**config.mk**
```make
export PLATFORM = sky130hd
export DESIGN_NAME = seq_divider_dw
export DESIGN_NICKNAME = d
export VERILOG_FILES = /design/src/rtl/seq_divider_dw_pkg.sv /design/src/rtl/seq_divider_dw_div_step.sv /design/src/rtl/seq_divider_dw.sv
export SDC_FILE = /design/constraint.sdc
export NUM_CORES = 1
export LEC_CHECK = 0
export ABC_AREA = 1
export CORE_AREA = 2 2 134 163
export CTS_CLUSTER_SIZE = 40
export DETAILED_ROUTE_END_ITERATION = 16
export DIE_AREA = 0 0 136 165
export DONT_BUFFER_PORTS = 1
export PLACE_DENSITY_LB_ADDON = 0.2
export SYNTH_ARGS = -nofsm -noshare
export SYNTH_HDL_FRONTEND = slang
export SYNTH_SLANG_ARGS = --single-unit
```
**constraint.sdc**
```tcl
create_clock -name clk -period 2.79 [get_ports clk]
set_clock_uncertainty 0.2 [all_clocks]
set_input_delay 0.558 -clock clk [delete_from_list [all_inputs] [get_ports clk]]
set_output_delay 0.558 -clock clk [all_outputs]
set_load 0.01 [all_outputs]
```
**src/rtl/seq_divider_dw_pkg.sv**
```systemverilog
// Shared arithmetic types for the sequential divider.
//   state_t   : divider control state (IDLE, BUSY, DONE), 2-bit encoding
//   cnt_width : width of a step counter that must hold the value dw
package seq_divider_dw_pkg;

  typedef enum logic [1:0] {
    IDLE = 2'd0,
    BUSY = 2'd1,
    DONE = 2'd2
  } state_t;

  function automatic int cnt_width(input int dw);
    return $clog2(dw + 1);
  endfunction

endpackage

```
**src/rtl/seq_divider_dw_div_step.sv**
```systemverilog
// One restoring-division step (purely combinational).
//   rem_i  : partial remainder, DW+1 bits
//   msb_i  : dividend bit shifted into the remainder this step
//   div_i  : divisor
//   rem_o  : next partial remainder
//   qbit_o : quotient bit produced by this step
module div_step #(
  parameter int DW = 32
) (
  input  logic [DW:0]   rem_i,
  input  logic          msb_i,
  input  logic [DW-1:0] div_i,
  output logic [DW:0]   rem_o,
  output logic          qbit_o
);

  logic [DW:0] shifted;
  logic [DW:0] trial;

  always_comb begin
    shifted = {rem_i[DW-1:0], msb_i};
    trial   = shifted - {1'b0, div_i};
    // The comparison looks at the full shifted value including rem_i[DW].
    // That bit is always zero after a restoring step, so this matches the
    // borrow of the (DW+1)-bit trial subtraction.
    qbit_o  = ({rem_i, msb_i} >= {2'b00, div_i});
    rem_o   = qbit_o ? trial : shifted;
  end

endmodule

```
**src/rtl/seq_divider_dw.sv**
```systemverilog
// Iterative unsigned restoring divider, one quotient bit per clock.
//   clk, resetn          : clock, asynchronous active-low reset
//   iValid/oReady        : operand handshake (oReady high only in IDLE)
//   iDividend, iDivisor  : unsigned operands, DW bits
//   oValid/iReady        : result handshake (oValid high only in DONE)
//   oQuotient/oRemainder : result, held until consumed
//   oDivZero             : result came from a zero divisor
module seq_divider_dw
  import seq_divider_dw_pkg::*;
#(
  parameter int DW = 32
) (
  input  logic          clk,
  input  logic          resetn,
  input  logic          iValid,
  output logic          oReady,
  input  logic [DW-1:0] iDividend,
  input  logic [DW-1:0] iDivisor,
  output logic          oValid,
  input  logic          iReady,
  output logic [DW-1:0] oQuotient,
  output logic [DW-1:0] oRemainder,
  output logic          oDivZero
);

  localparam int CW = cnt_width(DW);

  state_t        state_q, state_d;
  logic [CW-1:0] cnt_q, cnt_d;
  logic [DW-1:0] div_q, div_d;
  logic [DW-1:0] quo_q, quo_d;
  logic [DW:0]   rem_q, rem_d;
  logic          dz_q, dz_d;

  logic [DW:0]   step_rem;
  logic          step_qbit;

  // The quotient register doubles as the dividend shift register: its MSB
  // feeds the remainder while the new quotient bit enters at the LSB.
  div_step #(.DW(DW)) u_step (
    .rem_i  (rem_q),
    .msb_i  (quo_q[DW-1]),
    .div_i  (div_q),
    .rem_o  (step_rem),
    .qbit_o (step_qbit)
  );

  always_comb begin
    // NOTE: every variable gets a default before the case so no path leaves
    // one unassigned, which would otherwise infer a latch.
    state_d = state_q;
    cnt_d   = cnt_q;
    div_d   = div_q;
    quo_d   = quo_q;
    rem_d   = rem_q;
    dz_d    = dz_q;

    unique case (state_q)
      IDLE: begin
        if (iValid) begin
          if (iDivisor == '0) begin
            state_d = DONE;
            quo_d   = '1;
            rem_d   = {1'b0, iDividend};
            dz_d    = 1'b1;
          end else begin
            state_d = BUSY;
            div_d   = iDivisor;
            quo_d   = iDividend;
            rem_d   = '0;
            cnt_d   = CW'(DW);
            dz_d    = 1'b0;
          end
        end
      end
      BUSY: begin
        rem_d = step_rem;
        quo_d = {quo_q[DW-2:0], step_qbit};
        cnt_d = cnt_q - 1'b1;
        if (cnt_q == CW'(1)) state_d = DONE;
      end
      DONE: begin
        if (iReady) state_d = IDLE;
      end
      default: state_d = IDLE;
    endcase
  end

  // NOTE: sequential state uses non-blocking assignments so every flop
  // samples the pre-edge value of the others, independent of statement order.
  always_ff @(posedge clk or negedge resetn) begin
    if (!resetn) begin
      state_q <= IDLE;
      cnt_q   <= '0;
      div_q   <= '0;
      quo_q   <= '0;
      rem_q   <= '0;
      dz_q    <= 1'b0;
    end else begin
      state_q <= state_d;
      cnt_q   <= cnt_d;
      div_q   <= div_d;
      quo_q   <= quo_d;
      rem_q   <= rem_d;
      dz_q    <= dz_d;
    end
  end

  assign oReady     = (state_q == IDLE);
  assign oValid     = (state_q == DONE);
  assign oQuotient  = quo_q;
  assign oRemainder = rem_q[DW-1:0];
  assign oDivZero   = dz_q;

endmodule

```
==> key figures <==
Run status
  • Status: complete, but fails checks
  • Failing checks: negative hold slack

Logic synthesis
  • Syn nets: 1358
  • Top-area cell type share of the netlist area: 0.322
  • Top post-synthesis cells by area: dfrtp_1, nand2_1, inv_1
  • Post-Syn Area per Cell: 6.56 sq um
  • Synth area leader: dfrtp_1
  • Yosys reg bits: 106
  • Top FF cell, synth: dfrtp_1
  • Sequential cell area fraction in the yosys report: 0.322
  • Synthesized area: 8240 sq um
  • Number of flops mapped to enable cells by yosys: 0
  • Post-synthesis instance total: between 1000 and 1500
  • Yosys cell types: 45
  • Yosys warning count: 0
  • Ys async rst share: 1.00

Layout
  • Fill count: 2250
  • Number of diodes: 0
  • Nets: around 1300
  • Register Area: 2650 sq um
  • Layout Area Growth over Synthesis: 6.96%
  • Share of cells above drive strength 1: 0.0858
  • Multi-input logic area: about 4400 sq um

Critical path
  • Biggest cell delay along the critical path: 0.45 ns
  • Critical Path Start: rem_q[5]
  • FF-to-FF Start: rem_q[5]
  • Crit Path Class: flip-flop to flip-flop
  • Max Fanout on Critical Path: 14
  • Critical-path cell list: ha_1, nand2_1, nor2_1, nand2_1, nor2_1, nand2_1, nand3_2, nor2_4, nand2_8, buf_12, nand3_1, nand3_1, o21ai_0
  • CP top delay family: simple AND/OR/NAND/NOR gates
  • Crit path capture type: flip-flop
  • Most common cell on crit path: nand2_1
  • Startpoint types: flip-flop
  • CP Data Required Time: 2.83 ns
  • WP buf/inv: 1
  • Crit-path slowest cell: dfrtp_1
  • Worst Path Arrival: 2.66 ns

STA
  • Actual slew at the worst max-slew pin: 0.716 ns
  • Setup TNS: 0 ns
  • Max Slew Vio Count: 0
  • Min Hold Slack: -0.317 ns
  • Count of final hold-check violations: 106
  • FMAX: roughly 380 MHz
  • Relative slew slack: 0.522
  • Fin crit share: 0.940
  • Final setup vio count: 0
  • Min cycle time layout: 2.62 ns

Placement
  • Detail Placement HPWL: 20.6 mm
  • RD Place Congestion: between 0.9 and 1
  • IO Port Bufs: 0

Die
  • Chip height: 165 um
  • Full die area: 22400 sq um
  • Core Region: 20800 sq um
  • Row cnt: 58
  • I/O pins: 135
  • Die Wd: ~140 um
  • Starting Density: 0.397

Clock tree
  • H-tree depth: 3
  • TritonCTS clock tree: yes
  • CTS clk-pin slew, worst paths: 0.08 ns
  • TritonCTS Buffers: 9
  • CTS Buffer Depth: 2
  • Clock latency on the worst-skew pair: 0.37 ns
  • Clk sinks: 106
  • Clock Tree Root: clkbuf_16

GRT
  • First-pass GRT wire length: 41.3 mm
  • Vias in the first global route: 7445
  • Global Route Usage Sum: 0.242
  • Initial antenna violation count: 1
  • Total gr overflow: 0
  • Largest net degree at the start of global routing: 107

Drt
  • Antenna-violating nets left: 0
  • Post-Route WL: 26.3 mm
  • Vias: between 7000 and 8000
  • Vias/cell: between 5 and 6
  • Drc violations: 0
  • Starting DRC count in detailed routing: 511
  • Average wire per standard cell: 17.4 um
  • 1st-pass router iterations: 5

Hold path
  • Hold Path Class: primary input to asynchronous set/reset pin

Run
  • Max-cap viol count: 0
==> flip-flops by register name, indices dropped and copies added (netlist names) <==
name	cells
rem_q	33
oDivZero	1
div_q	32
oQuotient	32
state_q	2
cnt_q	6
==> cells in the mapped netlist (2+ instances only) <==
| master | count |
|---|---|
| a21oi_1 | 21 |
| a21oi_2 | 2 |
| a31oi_1 | 36 |
| and2_1 | 3 |
| and3_1 | 2 |
| buf_1 | 8 |
| buf_2 | 15 |
| buf_4 | 34 |
| buf_6 | 4 |
| clkbuf_1 | 19 |
| dfrtp_1 | 106 |
| ha_1 | 34 |
| inv_1 | 190 |
| inv_2 | 2 |
| nand2_1 | 343 |
| nand2_2 | 9 |
| nand2_4 | 2 |
| nand3_1 | 96 |
| nand3_2 | 2 |
| nand3b_1 | 6 |
| nand4_1 | 23 |
| nor2_1 | 144 |
| nor2_2 | 7 |
| nor2_4 | 5 |
| nor3_1 | 8 |
| o211ai_1 | 5 |
| o21ai_0 | 78 |
| o21ai_1 | 6 |
| o21bai_1 | 4 |
| o31ai_1 | 3 |
| or2_0 | 2 |
| or2_2 | 10 |
| xnor2_1 | 12 |
| xor2_1 | 3 |
==> stage by stage <==
step	instances	hold WS [ns]	util	area, sq um	worst slack (ns)
6_report	1505	-0.317	0.424	8810	0.168
5_1_grt	1505	-0.332	0.424	8810	-0.0221
4_1_cts	1503	-0.334	0.423	8770	0.0835
3_5_place_dp	1487	0.0664	0.407	8460	0.0974
3_3_place_gp	1487	0.0660	0.407	8460	0.159
2_1_floorplan	1255	0.0624	-	8240	0.514
==> layout make-up <==
type,count,area share
clock buffers,11,0.0264
clock inverters,5,0.00966
inverters,192,0.0818
multi-input cells,876,0.499
flip-flops and latches,106,0.301
well taps,270,0.0384
repair buffers,45,0.0440
==> logic make-up (layout without fill, tap and decap cells) <==
kind of cell               after synthesis  count (layout)  synth area share
AOI/OAI and AO/OA                      158             158             0.107
xor gates and xnor gates                15              15            0.0160
adders and majority gates               35              35            0.0541
buffers and inverters                  273             253             0.147
DFF                                    106             106             0.322
and+or+nand+nor                        668             668             0.353
==> final timing paths <==
| check | end | slack [ns] | cells past startpoint |
|---|---|---|---|
| max in group asynchronous | div_q[30] | 2.53 | 0 |
| worst max-delay path | rem_q[10] | 0.17 | 13 |
| min in group clk | state_q[1] | 0.07 | 1 |
| worst min register to register | cnt_q[5] | 0.30 | 2 |
| worst max register to register | rem_q[10] | 0.17 | 13 |
| worst min-delay path | div_q[22] | -0.32 | 0 |
==> routing by layer <==
layer,up-vias,wire [um],GRT usage
met5,-,0,0
li1,3890,-,-
met4,0,542,0.0767
met2,229,11900,0.389
met3,31,1830,0.0534
met1,3500,12000,0.323
==> worst reg2reg max path, cell delays in order (launching register included) <==
cell and delay (ns):
dfrtp_1 0.45, ha_1 0.38, nand2_1 0.13, nor2_1 0.23
nand2_1 0.10, nor2_1 0.15, nand2_1 0.10, nand3_2 0.08
nor2_4 0.06, nand2_8 0.16, buf_12 0.16, nand3_1 0.07
nand3_1 0.11, o21ai_0 0.10
==> timing repair <==
item,CTS,global route
resized for setup,0,2
endpoints found under the hold margin,106,106
endpoints found under the setup margin,0,14
buffers inserted,0,2
==> layout by cell type, fill, tap and decap left out, types with 9 or more instances in the layout <==
master	n
a21oi_1	20
a31oi_1	36
buf_4	41
clkbuf_16	9
dfrtp_1	106
ha_1	34
inv_1	189
nand2_1	342
nand2_2	10
nand3_1	96
nand4_1	23
nor2_1	142
o21ai_0	78
or2_2	10
xnor2_1	12
Power is not shown: default switching activity piles up to over one toggle a cycle in this logic, so the estimate is an artifact.
